### src/rtl/memory_access_controller_if.sv
// Processor request/response and memory-side signals of the memory access controller.
// The controller uses the slave modport; the processor/memory side uses master.
interface memory_access_controller_if;
    logic        req;
    logic        req_write;
    logic [5:0]  req_address;
    logic [31:0] req_write_data;
    logic        busy;
    logic        ack;
    logic        error;
    logic [31:0] read_data;
    logic [6:0]  mem_address;
    logic [31:0] mem_in;
    logic [31:0] mem_out;
    logic        read_h_write_l;
    logic        memory_function_complete;

    modport master (
        output req, req_write, req_address, req_write_data,
        output mem_out, memory_function_complete,
        input  busy, ack, error, read_data,
        input  mem_address, mem_in, read_h_write_l
    );

    modport slave (
        input  req, req_write, req_address, req_write_data,
        input  mem_out, memory_function_complete,
        output busy, ack, error, read_data,
        output mem_address, mem_in, read_h_write_l
    );
endinterface

### src/rtl/memory_access_controller.sv
// Single-word memory access sequencer: select and address first, then strobe,
// release strobe before select, and report completion or timeout with a one-cycle Ack.
//
// state     | meaning
// ----------+----------------------------------------------------------
// ST_IDLE   | select deasserted, waiting for a request
// ST_SETUP  | address/data driven with select asserted, strobe inactive
// ST_ACCESS | strobe active for writes, waiting for completion or timeout
// ST_HOLD   | strobe released, select still asserted
// ST_DONE   | select released, Ack (and Error on timeout) pulsed
module memory_access_controller #(
    parameter int unsigned TIMEOUT_CYCLES = 15
) (
    input  logic                          clk_sys,
    input  logic                          rst,
    memory_access_controller_if.slave     bus
);
    typedef enum logic [2:0] {
        ST_IDLE,
        ST_SETUP,
        ST_ACCESS,
        ST_HOLD,
        ST_DONE
    } state_t;

    localparam logic [3:0] WAIT_LAST = 4'(TIMEOUT_CYCLES - 1);

    state_t     state;
    logic       is_write;
    logic [3:0] wait_cnt;
    logic       timeout_flag;

    always_ff @(posedge clk_sys or posedge rst) begin
        if (rst) begin
            state              <= ST_IDLE;
            is_write           <= 1'b0;
            wait_cnt           <= 4'd0;
            timeout_flag       <= 1'b0;
            bus.busy           <= 1'b0;
            bus.ack            <= 1'b0;
            bus.error          <= 1'b0;
            bus.read_data      <= 32'd0;
            bus.mem_address    <= 7'h40;
            bus.mem_in         <= 32'd0;
            bus.read_h_write_l <= 1'b1;
        end else begin
            case (state)
                ST_IDLE: begin
                    if (bus.req) begin
                        is_write        <= bus.req_write;
                        bus.mem_address <= {1'b0, bus.req_address};
                        // reads leave the last store data on the memory input bus
                        if (bus.req_write) begin
                            bus.mem_in <= bus.req_write_data;
                        end
                        bus.busy <= 1'b1;
                        state    <= ST_SETUP;
                    end
                end
                ST_SETUP: begin
                    bus.read_h_write_l <= ~is_write;
                    state              <= ST_ACCESS;
                end
                ST_ACCESS: begin
                    if (bus.memory_function_complete) begin
                        if (!is_write) begin
                            bus.read_data <= bus.mem_out;
                        end
                        bus.read_h_write_l <= 1'b1;
                        state              <= ST_HOLD;
                    end else if (wait_cnt == WAIT_LAST) begin
                        // this cycle brings the count to TIMEOUT_CYCLES
                        wait_cnt           <= wait_cnt + 4'd1;
                        timeout_flag       <= 1'b1;
                        bus.read_h_write_l <= 1'b1;
                        state              <= ST_HOLD;
                    end else begin
                        wait_cnt <= wait_cnt + 4'd1;
                    end
                end
                ST_HOLD: begin
                    bus.mem_address[6] <= 1'b1;
                    bus.ack            <= 1'b1;
                    bus.error          <= timeout_flag;
                    state              <= ST_DONE;
                end
                ST_DONE: begin
                    bus.ack      <= 1'b0;
                    bus.error    <= 1'b0;
                    bus.busy     <= 1'b0;
                    wait_cnt     <= 4'd0;
                    timeout_flag <= 1'b0;
                    state        <= ST_IDLE;
                end
                default: begin
                    state <= ST_IDLE;
                end
            endcase
        end
    end
endmodule

### src/flat_wrapper.sv
// flat-port wrapper written by rule: the top's interface ports become plain ports
module memory_access_controller_flat 
#(
    parameter int unsigned TIMEOUT_CYCLES = 15
)
  (clk_sys, rst, bus_req, bus_req_write, bus_req_address, bus_req_write_data, bus_mem_out, bus_memory_function_complete, bus_busy, bus_ack, bus_error, bus_read_data, bus_mem_address, bus_mem_in, bus_read_h_write_l);
  memory_access_controller_if bus_i ();
  input  logic clk_sys;
  input  logic rst;
  input wire logic [$bits(bus_i.req)-1:0] bus_req;
  input wire logic [$bits(bus_i.req_write)-1:0] bus_req_write;
  input wire logic [$bits(bus_i.req_address)-1:0] bus_req_address;
  input wire logic [$bits(bus_i.req_write_data)-1:0] bus_req_write_data;
  input wire logic [$bits(bus_i.mem_out)-1:0] bus_mem_out;
  input wire logic [$bits(bus_i.memory_function_complete)-1:0] bus_memory_function_complete;
  output wire logic [$bits(bus_i.busy)-1:0] bus_busy;
  output wire logic [$bits(bus_i.ack)-1:0] bus_ack;
  output wire logic [$bits(bus_i.error)-1:0] bus_error;
  output wire logic [$bits(bus_i.read_data)-1:0] bus_read_data;
  output wire logic [$bits(bus_i.mem_address)-1:0] bus_mem_address;
  output wire logic [$bits(bus_i.mem_in)-1:0] bus_mem_in;
  output wire logic [$bits(bus_i.read_h_write_l)-1:0] bus_read_h_write_l;
  assign bus_i.req = bus_req;
  assign bus_i.req_write = bus_req_write;
  assign bus_i.req_address = bus_req_address;
  assign bus_i.req_write_data = bus_req_write_data;
  assign bus_i.mem_out = bus_mem_out;
  assign bus_i.memory_function_complete = bus_memory_function_complete;
  assign bus_busy = bus_i.busy;
  assign bus_ack = bus_i.ack;
  assign bus_error = bus_i.error;
  assign bus_read_data = bus_i.read_data;
  assign bus_mem_address = bus_i.mem_address;
  assign bus_mem_in = bus_i.mem_in;
  assign bus_read_h_write_l = bus_i.read_h_write_l;
  memory_access_controller #(.TIMEOUT_CYCLES(TIMEOUT_CYCLES)) u_core (.clk_sys(clk_sys), .rst(rst), .bus(bus_i));
endmodule
### config.mk
export PLATFORM = sky130hd
export DESIGN_NAME = memory_access_controller_flat
export DESIGN_NICKNAME = d
export VERILOG_FILES = /design/src/rtl/memory_access_controller_if.sv /design/src/rtl/memory_access_controller.sv /design/src/flat_wrapper.sv
export SDC_FILE = /design/constraint.sdc
export NUM_CORES = 1
export LEC_CHECK = 0
export CORE_AREA = 2 2 102 104
export CTS_CLUSTER_DIAMETER = 100
export DETAILED_ROUTE_END_ITERATION = 7
export DIE_AREA = 0 0 104 106
export PLACE_DENSITY_LB_ADDON = 0.08
export SLEW_MARGIN = 10
export SYNTH_ARGS = -nofsm -noshare
export SYNTH_HDL_FRONTEND = slang
export SYNTH_SLANG_ARGS = --single-unit
### constraint.sdc
create_clock -name clk_sys -period 3.1 [get_ports clk_sys]
set_input_delay 0.62 -clock clk_sys [delete_from_list [all_inputs] [get_ports clk_sys]]
set_output_delay 0.62 -clock clk_sys [all_outputs]
set_load 0.01 [all_outputs]
==> results of run 1 <==
final timing paths:
kind / from / end / slack (ns) / cells past startpoint
hold / removal: u_core.bus.mem_address[6] / u_core.bus.mem_address[6] / 0.47 / 2
hold reg to reg: u_core.bus.mem_address[6] / u_core.bus.mem_address[6] / 0.47 / 2
setup reg to reg: u_core.state[0] / u_core.bus.mem_in[3] / 1.13 / 4
max in group asynchronous: rst / u_core.bus.read_h_write_l / 2.03 / 3
setup / recovery: u_core.bus.read_h_write_l / bus_read_h_write_l / 1.02 / 1
min in group asynchronous: rst / u_core.bus.read_data[25] / 0.68 / 3
worst reg2reg max path: stages (launching register included):
cell	delay, ns
dfrtp_1	0.60
nor2_2	0.34
nand4b_4	0.31
buf_12	0.28
mux2_4	0.31
through the flow:
stage / hold slack [ns] / setup slack [ns] / power, µW
CTS: 0.4755 / 0.9932 / 5206
detailed placement: 0.4609 / 0.6856 / 4263
global placement: 0.4594 / 0.7250 / 4223
global route: 0.4883 / 0.9430 / 5443
floorplan: 0.4531 / 0.3182 / 3013
finish: 0.4735 / 1.022 / 5117
routing by layer:
metal	global-route usage	part of all wire
met3	0.05028	0.092
met4	0.05502	0.012
met1	0.1788	0.44
met2	0.2138	0.46
met5	0	0
registers in the layout, summed over array words and instances (netlist names):
register                   flops
u_core.bus.read_h_write_l      1
u_core.bus.mem_address         7
u_core.state                   3
u_core.bus.ack                 1
u_core.timeout_flag            1
u_core.wait_cnt                4
u_core.is_write                1
u_core.bus.error               1
u_core.bus.busy                1
u_core.bus.mem_in             32
u_core.bus.read_data          32
cell type report:
type                            count  area (µm²)
Fill cell                         914        4728
Tap cell                          136       170.2
Multi-Input combinational cell    117        1204
Clock buffer                       11       131.4
Sequential cell                    84        2105
Timing Repair Buffer              153        1546
Clock inverter                      4       98.84
Inverter                            4       16.27
cells in the final DEF (no fill, tap or decap), drive strengths merged:
master / Yosys / layout
o21bai: 2 / 2
nand4b: 1 / 1
bufinv: 0 / 3
nor2: 5 / 5
o31ai: 1 / 1
nor4b: 2 / 2
or3b: 1 / 1
nor4: 3 / 3
or4b: 2 / 2
mux2: 70 / 70
o22ai: 1 / 1
and3b: 2 / 2
nand3: 2 / 2
dfstp: 2 / 2
buf: 10 / 4
xnor2: 1 / 1
o21ba: 1 / 1
a2111oi: 1 / 1
a21o: 1 / 1
o211ai: 1 / 1
nor3b: 1 / 1
inv: 4 / 3
clkinv: 0 / 2
dfrtp: 82 / 82
o21ai: 2 / 2
nand2: 4 / 4
o21a: 2 / 2
o41ai: 1 / 1
nor2b: 1 / 1
ha: 2 / 2
clkdlybuf4s50: 0 / 149
a21oi: 3 / 3
a22o: 3 / 3
mux2i: 1 / 1
clkbuf: 0 / 11
cells by family (layout without fill, tap and decap cells):
family,count (synthesis),in the layout,synth area share
muxes,71,71,0.2450
xor gates and xnor gates,1,1,0.002568
buffers and inverters,14,172,0.03008
adders and majority gates,2,2,0.007336
DFF,84,84,0.6170
and+or+nand+nor,24,24,0.05759
AOI/OAI and AO/OA,19,19,0.04035
power breakdown:
part	internal, µW	leakage [µW]	switching (µW)	total [µW]
Combinational	1440	0.00111	811	2250
Clock	534	0.000114	379	912
Sequential	1640	0.00101	321	1960
==> flow_summary.toml, run 1 <==
[worst_setup_path]
startpoint_type = "flip-flop"
crit_slowest_cell = "dfstp_2"
critPathTopFamily = "flip-flops"
required_ns = 2.48
path_buf_inv = 1
crit_chain = "clkdlybuf4s50_1"
critical_path_class = "flip-flop to output pin"
cp.arrival_ns = 1.46
worstPathMaxFanout = 4
slowest_delay_ns = 0.56
end_kind = "output pin"

[timing]
maxSlewHeadroom = 0.5160
worstMarginPinSlew_ns = 0.7260
hold_viol = 0
setup_tns_ns = 0
fmax_ghz = 0.4812
post-route-min-period_ns = 2.078
setup_violations = 0
maxSlewViolCount = 0
rsz0062_at_grt = "false"
finalCritPeriodShare = 0.6704
skew_ns = 0.01490

[yosys]
yosys.area.top_type = "dfrtp_1"
synth-seq-cells = 84
synth_most_common_cell = "dfrtp_1"
synth_nets = 292
ys_seq_area_frac = 0.6170
synth_top_area_frac = 0.6016
ys_top_cells_by_area = "dfrtp_1, mux2_1, mux2_2"
synthTopCellsByCount = "dfrtp_1, mux2_1, mux2_2, mux2_4, buf_6"
synthesis.area_um2 = 3411
netlist_instances = 215
synth_area_per_cell_um2 = 15.86
synth_cell_types = 38
yosys_warnings = 0
ys_async_sr_fraction = 1.000
synth_edf_count = 0
synth-main-ff-cell = "dfrtp_1"

[clock_network]
numCtsBuffers = 9
ctsHoldBuffers = 0
clock-sinks = 84
h-tree-depth = 3
cts_root_buf = "clkbuf_8"
post_cts_buffers = 0
cts_buffer_depth = 2
cts_tree = "built"
clk_pin_slew_ns = 0.09
ctsResizeCount = 0
clk_latency_ns = 0.34

[floorplan]
ioPinCount = 150
die_height_um = 106
die_w_um = 104
initial_core_util = 0.3411
die-area_um2 = 11020
coreArea_um2 = 10000
rows = 37

[final_layout]
utilization = 0.5272
fin_nets = 446
layout-drive-gt1-share = 0.1769
antenna_cells = 0
syn_to_final_growth_pct = 54.55
final_cell_count_no_fill = 509
stdcell_area_um2 = 5271

[min_path]
hold_path_class = "flip-flop to flip-flop"

[global_routing]
grt_pass1_vias = 2344
antenna_found_initial = 0
grt_pass1_wl_mm = 12.11
grt_start_max_net_pins = 85
grt.total_usage = 0.1389
grt-ovfl-total = 0

[route]
viasPerCell = 4.523
vias = 2302
ant_nets = 0
wl_per_cell_um = 14.70
drc = 0
drtIter0Drc = 99
wl_mm = 7.483
first_pass_iters = 4

[placement]
port_buffers = 149
dp_cells = 494
place_area_um2 = 5041
place_congestion = 0.6811
hpwl_mm = 5.229

[power]
p_leak_uw = 0.002233
peakVddDrop_mv = 0.4124
p_per_area_nw_per_um2 = 970.7

[job]
drv_cap = 0

[status]
status = "completed"
(Power assumes the default switching activity.)
==> run 2: changes to the inputs <==
==> constraint.sdc (replaced) <==
create_clock -name clk_sys -period 1.9 [get_ports clk_sys]
set_input_delay 0.38 -clock clk_sys [delete_from_list [all_inputs] [get_ports clk_sys]]
set_output_delay 0.38 -clock clk_sys [all_outputs]
set_load 0.01 [all_outputs]
==> run 2 against run 1 <==
Effect of this change:
- routed wire length is 0.91% lower
- global-route usage hardly changed
- first-iteration DRC count is 33% lower
- sequential share of layout area is 0.56 points lower
- combinational power is 72% higher
- register-to-register slack worse by 0.84 ns
- final cell count is 2.4% higher
- die area stayed put
- largest cell class unchanged
- clock skew is 0.0019 ns lower
- clock power is 36% higher
- via count is 1.6% higher
==> flow_summary.toml, run 2 (synthesized netlist as in run 1, its figures left out) <==
[final_layout]
fin_nets = 457
antenna_cells = 0
stdcell_area_um2 = 5346
layout-drive-gt1-share = 0.2052
syn_to_final_growth_pct = 56.75
reg.largest.list = "u_core.bus.mem_in: 32 flops, u_core.bus.read_data: 32 flops, u_core.bus.mem_address: 7 flops"
mostFrequentLayoutCells = "clkdlybuf4s50_1, dfrtp_1, mux2_2, mux2_1, buf_4"
final_common_cell = "clkdlybuf4s50_1"
multiInputGateArea_um2 = 1204
regArea_um2 = 2105
fill_cells = 903

[timing]
fmax_ghz = 0.5598
skew_ns = 0.01300
post-route-min-period_ns = 1.786
whs_ns = 0.4417
rsz0062_at_grt = "false"
worstMarginPinSlew_ns = 0.3602
setup_tns_ns = 0
maxSlewViolCount = 0
hold_viol = 0
maxSlewHeadroom = 0.7536
finalCritPeriodShare = 0.9401
setup_ws_ns = 0.1138
setup_violations = 0

[worst_setup_path]
worstPathMaxFanout = 2
critical_path_class = "flip-flop to output pin"
rrSetupSlack_ns = 0.29
end_kind = "output pin"
crit_slowest_cell = "dfstp_2"
rr_worst_depth = 4
r2r_start = "u_core.state[2]"
cp.arrival_ns = 1.41
slowest_delay_ns = 0.54
critPathTopFamily = "flip-flops"
r2r-end = "u_core.bus.read_data[30]"
required_ns = 1.52
path_buf_inv = 1
crit_chain = "clkdlybuf4s50_1"
startpoint_type = "flip-flop"

[job]
drv_cap = 0

[power]
p_per_area_nw_per_um2 = 1539
peakVddDrop_mv = 0.6548
total_power_uw = 8227
p_leak_uw = 0.002277

[route]
ant_nets = 0
viasPerCell = 4.488
wl_mm = 7.415
drc = 0
first_pass_iters = 4
drtIter0Drc = 66
wl_per_cell_um = 14.23
vias = 2338

[floorplan]
initial_core_util = 0.3411
die-area_um2 = 11020
ioPinCount = 150
coreArea_um2 = 10000
rows = 37
die_height_um = 106
die_w_um = 104

[clock_network]
clock-sinks = 84
cts_buffer_depth = 2
ctsResizeCount = 0
h-tree-depth = 3
numCtsBuffers = 9
clk_latency_ns = 0.34
post_cts_buffers = 0
clk_pin_slew_ns = 0.09
ctsHoldBuffers = 0
cts_root_buf = "clkbuf_8"
cts_tree = "built"

[placement]
place_area_um2 = 5151
preCtsSetupSlack_ns = -0.0006144
hpwl_mm = 5.359
port_buffers = 149
place_congestion = 0.6789

[global_routing]
grt_pass1_vias = 2447
grt_pass1_wl_mm = 12.25
grt-ovfl-total = 0
antenna_found_initial = 0
grt.total_usage = 0.1387
grt_start_max_net_pins = 68

[status]
status = "completed"

[min_path]
hold_path_class = "primary input to asynchronous set/reset pin"
==> run 2: cell count changes in the layout (fill, tap and decap cells not counted), sizes merged <==
cell,delta
clkbuf,-1
clkinv,+2
buf,+11
dlymetal6s2s,+1
clkdlybuf4s50,-1
clkinvlp,+2
bufinv,-2
==> run 2: worst max path at each step <==
stage,startpoint,end,slack (ns),depth (start not counted)
final,u_core.bus.mem_address[6],bus_mem_address[6],0.11,1
after global routing,u_core.bus.mem_address[6],bus_mem_address[6],0.07,1
after CTS,u_core.bus.read_h_write_l,bus_read_h_write_l,0.01,1
after detailed placement,bus_memory_function_complete,u_core.wait_cnt[3],-0.0006,5
after global placement,bus_memory_function_complete,u_core.wait_cnt[3],0.0004,5
after floorplan,u_core.state[2],u_core.bus.mem_address[0],0.39,3
==> run 2: power by group <==
group,internal [µW],total (µW),switching (µW)
combinational,2460,3860,1410
clock,608,1240,631
sequential,2670,3120,455
==> run 2: final cells by class <==
type                       instances  share of cell area
timing repair buffer             164              0.3099
sequential                        84              0.3936
inverter                           4            0.003510
clock buffer                      10             0.02387
tap                              136             0.03183
clock inverter                     6             0.01217
multi-input combinational        117              0.2251
==> run 2: per-stage QoR <==
stage	std cells	util
after floorplan	215	-
after global placement	505	0.5151
after detailed placement	505	0.5151
after CTS	521	0.5344
after global routing	521	0.5347
final	521	0.5347
==> run 2: routing by layer <==
metal | GRT usage | up-vias | share of wire
li1 | - | 1100 | -
met1 | 0.1807 | 1135 | 0.46
met2 | 0.2143 | 94 | 0.45
met3 | 0.04414 | 9 | 0.081
met4 | 0.05792 | 0 | 0.014
met5 | 0 | - | 0
